### config.mk
export PLATFORM = sky130hd
export DESIGN_NAME = router_fsm
export DESIGN_NICKNAME = d
export VERILOG_FILES = /design/src/rtl/router_pkg.sv /design/src/rtl/router_fsm.sv
export SDC_FILE = /design/constraint.sdc
export NUM_CORES = 1
export LEC_CHECK = 0
export ABC_AREA = 1
export CORE_MARGIN = 4
export CORE_UTILIZATION = 38
export CTS_BUF_LIST = sky130_fd_sc_hd__clkbuf_8
export DETAILED_ROUTE_END_ITERATION = 10
export GPL_TIMING_DRIVEN = 0
export PLACE_DENSITY_LB_ADDON = 0.25
export REMOVE_ABC_BUFFERS = 1
export SLEW_MARGIN = 5
export SYNTH_ARGS = -nofsm -noshare
export SYNTH_HDL_FRONTEND = slang
export SYNTH_SLANG_ARGS = --single-unit
### constraint.sdc
create_clock -name clk -period 1.2 [get_ports clk]
set_input_delay 0.18 -clock clk [delete_from_list [all_inputs] [get_ports clk]]
set_output_delay 0.18 -clock clk [all_outputs]
set_load 0.01 [all_outputs]
### src/rtl/router_pkg.sv
// Shared state encoding for the 1x3 router control FSM.
package router_pkg;

   localparam logic [2:0] S_DECODE_ADDRESS     = 3'd0;
   localparam logic [2:0] S_LOAD_FIRST_DATA    = 3'd1;
   localparam logic [2:0] S_LOAD_DATA          = 3'd2;
   localparam logic [2:0] S_FIFO_FULL_STATE    = 3'd3;
   localparam logic [2:0] S_LOAD_AFTER_FULL    = 3'd4;
   localparam logic [2:0] S_LOAD_PARITY        = 3'd5;
   localparam logic [2:0] S_CHECK_PARITY_ERROR = 3'd6;
   localparam logic [2:0] S_WAIT_TILL_EMPTY    = 3'd7;

   typedef enum logic [2:0] {
      DECODE_ADDRESS     = S_DECODE_ADDRESS,
      LOAD_FIRST_DATA    = S_LOAD_FIRST_DATA,
      LOAD_DATA          = S_LOAD_DATA,
      FIFO_FULL_STATE    = S_FIFO_FULL_STATE,
      LOAD_AFTER_FULL    = S_LOAD_AFTER_FULL,
      LOAD_PARITY        = S_LOAD_PARITY,
      CHECK_PARITY_ERROR = S_CHECK_PARITY_ERROR,
      WAIT_TILL_EMPTY    = S_WAIT_TILL_EMPTY
   } state_e;

endpackage

### src/rtl/router_fsm.sv
// Router control FSM: sequences the packet register and FIFO writes,
// one packet at a time, with per-state strobes as Moore outputs.
module router_fsm
   import router_pkg::*;
(
   input  logic       clk,
   input  logic       reset,
   input  logic       packet_valid,
   input  logic [1:0] datain,
   input  logic       fifo_full,
   input  logic       fifo_empty_0,
   input  logic       fifo_empty_1,
   input  logic       fifo_empty_2,
   input  logic       soft_reset_0,
   input  logic       soft_reset_1,
   input  logic       soft_reset_2,
   input  logic       parity_done,
   input  logic       low_packet_valid,
   output logic       write_enb_reg,
   output logic       detect_add,
   output logic       lfd_state,
   output logic       ld_state,
   output logic       laf_state,
   output logic       full_state,
   output logic       rst_int_reg,
   output logic       busy
);

   state_e     state_q, state_d;
   logic [1:0] addr_q, addr_d;
   logic       hdr_empty;
   logic       sel_empty;
   logic       sel_soft;

   // Empty flag of the FIFO named by the incoming header
   always_comb begin
      hdr_empty = 1'b0;
      unique case (datain)
         2'd0:    hdr_empty = fifo_empty_0;
         2'd1:    hdr_empty = fifo_empty_1;
         2'd2:    hdr_empty = fifo_empty_2;
         default: hdr_empty = 1'b0;
      endcase
   end

   always_comb begin
      sel_empty = 1'b0;
      sel_soft  = 1'b0;
      unique case (addr_q)
         2'd0: begin
            sel_empty = fifo_empty_0;
            sel_soft  = soft_reset_0;
         end
         2'd1: begin
            sel_empty = fifo_empty_1;
            sel_soft  = soft_reset_1;
         end
         2'd2: begin
            sel_empty = fifo_empty_2;
            sel_soft  = soft_reset_2;
         end
         default: begin
            sel_empty = 1'b0;
            sel_soft  = 1'b0;
         end
      endcase
   end

   always_comb begin
      state_d = state_q;
      addr_d  = addr_q;
      unique case (state_q)
         DECODE_ADDRESS: begin
            if (packet_valid) begin
               addr_d = datain;
            end
            if (packet_valid && datain != 2'd3) begin
               state_d = hdr_empty ? LOAD_FIRST_DATA : WAIT_TILL_EMPTY;
            end
         end
         LOAD_FIRST_DATA: state_d = LOAD_DATA;
         LOAD_DATA: begin
            if (fifo_full) begin
               state_d = FIFO_FULL_STATE;
            end else if (!packet_valid) begin
               state_d = LOAD_PARITY;
            end
         end
         FIFO_FULL_STATE: begin
            if (!fifo_full) begin
               state_d = LOAD_AFTER_FULL;
            end
         end
         LOAD_AFTER_FULL: begin
            if (parity_done) begin
               state_d = DECODE_ADDRESS;
            end else if (low_packet_valid) begin
               state_d = LOAD_PARITY;
            end else begin
               state_d = LOAD_DATA;
            end
         end
         LOAD_PARITY: state_d = CHECK_PARITY_ERROR;
         CHECK_PARITY_ERROR: begin
            state_d = fifo_full ? FIFO_FULL_STATE : DECODE_ADDRESS;
         end
         WAIT_TILL_EMPTY: begin
            if (sel_empty) begin
               state_d = LOAD_FIRST_DATA;
            end
         end
         default: state_d = DECODE_ADDRESS;
      endcase
      // A read timeout on the selected FIFO abandons the packet
      if (state_q != DECODE_ADDRESS && sel_soft) begin
         state_d = DECODE_ADDRESS;
      end
   end

   always_ff @(posedge clk) begin
      if (reset) begin
         state_q <= DECODE_ADDRESS;
         addr_q  <= 2'd0;
      end else begin
         state_q <= state_d;
         addr_q  <= addr_d;
      end
   end

   assign detect_add    = (state_q == DECODE_ADDRESS);
   assign lfd_state     = (state_q == LOAD_FIRST_DATA);
   assign ld_state      = (state_q == LOAD_DATA);
   assign full_state    = (state_q == FIFO_FULL_STATE);
   assign laf_state     = (state_q == LOAD_AFTER_FULL);
   assign rst_int_reg   = (state_q == CHECK_PARITY_ERROR);
   assign write_enb_reg = ld_state | laf_state
                        | (state_q == LOAD_PARITY);
   assign busy          = !(detect_add | ld_state);

endmodule

==> results.cfg, run 1 <==
[critical_path]
arrival_ps = 1120
path_max_fanout = 4
ff2ff_path_depth = 8
regToRegStartpoint = state_q[1]$_SDFFE_PP0P_
r2r_end = state_q[1]$_SDFFE_PP0P_
path_class = flip-flop to primary output
crit_family = flip-flops
startpoint_type = flip-flop
startpoint = state_q[1]$_SDFFE_PP0P_
crit_buf_inv = 3
ff2ff_setup_slack_ps = -50
cp_num_cells = 7
cpPeakStageDelay_ps = 350
critical_path.endpoint_type = primary output
crit_top_cell = nand2_1
crit_chain = buf_12 > nor2_4 > nand2_1 > inv_1 > nor2_1 > nand2_1 > buf_2
cp_slowest_cell = dfxtp_4
required_ps = 1020

[floorplanning]
rows = 13
core_area_um2 = 1280
die_w_um = 44.9
die_y_um = 44.9
io_pins = 22
dieArea_um2 = 2010
start_util_pct = 40.2

[synth]
synth_cells = 94
avgSynthCellArea_um2 = 5.50
yosysWarnings = 0
ys_top_cells_by_area = dfxtp_1 19%, nand2_1 17%, nand3_1 16%, nor2_1 15%, inv_1 8.7%
asyncSetResetFlopFracSynth_pct = 0
yosysTopAreaCellShare_pct = 19.4
synthTopCellsByCount = 24 x nand2_1, 20 x nor2_1, 17 x nand3_1
yosysTopAreaCell = dfxtp_1
netlist_area_um2 = 517
synth.most_common_cell = nand2_1
ys_seq_area_share_pct = 19.4
synth-seq-cells = 5
synth_edf_count = 0
yosysUniqueCellTypes = 16
synthFlopType = dfxtp_1

[sta]
slew_violations = 0
fmax_mhz = 772
relSlewSlack_pct = 86.4
fin_worst_skew_ps = 2.86
tightest_slew_ps = 204
setup_viol = 6
layout_setup_ws_ps = -95.5
period_share_pct = 108
finalHoldViolations = 0
rsz0062_at_grt = yes
setup_tns_ps = -326
post-route-min-period_ps = 1300

[cts]
insertion_delay_ps = 220
h-tree-depth = 1
cts_hold_buf = 0
numCtsBuffers = 3
clkSlewWorstSetupHoldPaths_ps = 40
cts_tree = yes
cts_root_buf = clkbuf_8
clock_sinks = 5
clockBufferDepth = 2

[job]
drv_cap = 0

[power_and_ir_drop]
p_leak_nw = 0.478
ir_drop_v = 0.00110
power_density_nw_per_um2 = 2050

[layout]
layout-drive-gt1-share_pct = 33.6
n_fill_cell = 133
multi_input_area_um2 = 387
fin_cells = 140
nets = 140
seqCellArea_um2 = 111
antenna_cells = 0
syn2layout_area_growth_pct = 70.7

[placement]
dp_slack_ps = -517
numPlacedInstances = 128
hpwl_um = 1010
routabilityCongestion = 0.754
io_buffers = 21

[detailed_routing]
drtIter0Drc = 6
routed_wl_um = 1560
vias_per_cell = 5.01
num_vias = 702
avgRoutedWirePerCell_um = 11.2
ant_nets = 0
drtPass1Iterations = 4
drc_errors = 0

[grt]
grt_pass1_vias = 624
grt_pass1_wl_um = 2280
grt_util_met1_pct = 15.6
met3_usage_pct = 4.78
grtUsageMet2_pct = 28.7
grt_max_degree = 8
track_usage_pct = 15.0
overflow = 0
busiest_layer = met2
antenna_found_initial = 0

[hold_path]
hold_class = input pin to flip-flop
hold_path_end = addr_q[0]$_SDFFE_PP0P_
hold_start = datain[0]
hold_depth = 3

[outcome]
violations = negative setup slack
status = finished with violations
-- per-stage QoR --
| stage | instance area (um2) | power (mW) | util [%] | hold slack [ps] |
|---|---|---|---|---|
| finish | 882 | 1.81 | 68.6 | 334 |
| global route | 882 | 1.94 | 68.6 | 360 |
| CTS | 820 | 1.64 | 63.8 | 566 |
| detailed placement | 721 | 1.20 | 56.1 | 555 |
| global placement | 721 | 1.19 | 56.1 | 553 |
| floorplan | 492 | 0.876 | - | 369 |
-- worst reg2reg max path, stage by stage, from the launching register on --
cell and delay [ps]:
dfxtp_4 350, buf_12 130, buf_4 160, nand3_2 70
nand2_2 70, nor2_4 140, nand2_2 70, nor2_1 90
nor2_1 50
-- how the worst max path moves through the flow --
stage / end / slack (ps)
after floorplan: state_q[1]$_SDFFE_PP0P_ / -70
final: write_enb_reg / -100
after global routing: write_enb_reg / -140
after detailed placement: write_enb_reg / -520
after global placement: write_enb_reg / -510
after CTS: write_enb_reg / -70
-- registers in the layout, indices dropped and copies added (netlist names) --
signal,flops
state_q,3
addr_q,2
-- power breakdown --
part / internal, mW / switching (mW) / total [mW] / leakage (nW)
sequential: 0.241 / 0.0742 / 0.315 / 0.0433
clock: 0.219 / 0.0765 / 0.295 / 0.0269
combinational: 0.545 / 0.654 / 1.20 / 0.408
-- what timing repair did --
action / CTS / global route
resized for setup: 42 / 17
endpoints found under the hold margin: 0 / 0
pin swaps: 2 / 7
endpoints found under the setup margin: 13 / 12
buffers inserted: 5 / 3
-- layout by cell type, fill, tap and decap left out, drive strengths merged --
| cell | instances |
|---|---|
| clkinv | 1 |
| dfxtp | 5 |
| nand3 | 17 |
| nand2 | 26 |
| a21oi | 3 |
| nor2 | 22 |
| nand4 | 2 |
| o21ai | 2 |
| clkdlybuf4s50 | 11 |
| dlymetal6s2s | 2 |
| buf | 14 |
| inv | 15 |
| clkbuf | 5 |
-- metal layers --
metal | share of wire (%) | up-vias
met5 | 0 | -
met4 | 1.3 | 0
met3 | 7.2 | 2
met2 | 53 | 27
met1 | 38 | 312
li1 | - | 361
-- cells by family after synthesis --
family	count (synthesis)	share of synthesized area [%]
simple gates	67	59.3
buf+inv	17	16.5
flops	5	19.4
compound gates	5	4.84
-- area by class of cell --
cell class              instances  area share, %
multi-input cells              72           43.8
well taps                      15           2.13
clock buffers                   3           4.68
flip-flops and latches          5           12.6
repair buffers                 29           29.2
inverters                      15           7.09
clock inverters                 1          0.426
(Power assumes the default switching activity.)
==> run 2, diff against run 1 <==
--- a/config.mk
+++ b/config.mk
@@ -11,6 +11,7 @@
 export CTS_BUF_LIST = sky130_fd_sc_hd__clkbuf_8
 export DETAILED_ROUTE_END_ITERATION = 10
 export GPL_TIMING_DRIVEN = 0
+export HOLD_SLACK_MARGIN = 0.12
 export PLACE_DENSITY_LB_ADDON = 0.25
 export REMOVE_ABC_BUFFERS = 1
 export SLEW_MARGIN = 5
==> results of run 2 <==
No change in the layout: final DEF, timing and power equal those of run 1.
==> run 3, diff against run 2 <==
--- a/config.mk
+++ b/config.mk
@@ -14,7 +14,6 @@
 export HOLD_SLACK_MARGIN = 0.12
 export PLACE_DENSITY_LB_ADDON = 0.25
 export REMOVE_ABC_BUFFERS = 1
-export SLEW_MARGIN = 5
 export SYNTH_ARGS = -nofsm -noshare
 export SYNTH_HDL_FRONTEND = slang
 export SYNTH_SLANG_ARGS = --single-unit
==> results of run 3 <==
No change in the layout: final DEF, timing and power equal those of run 1.
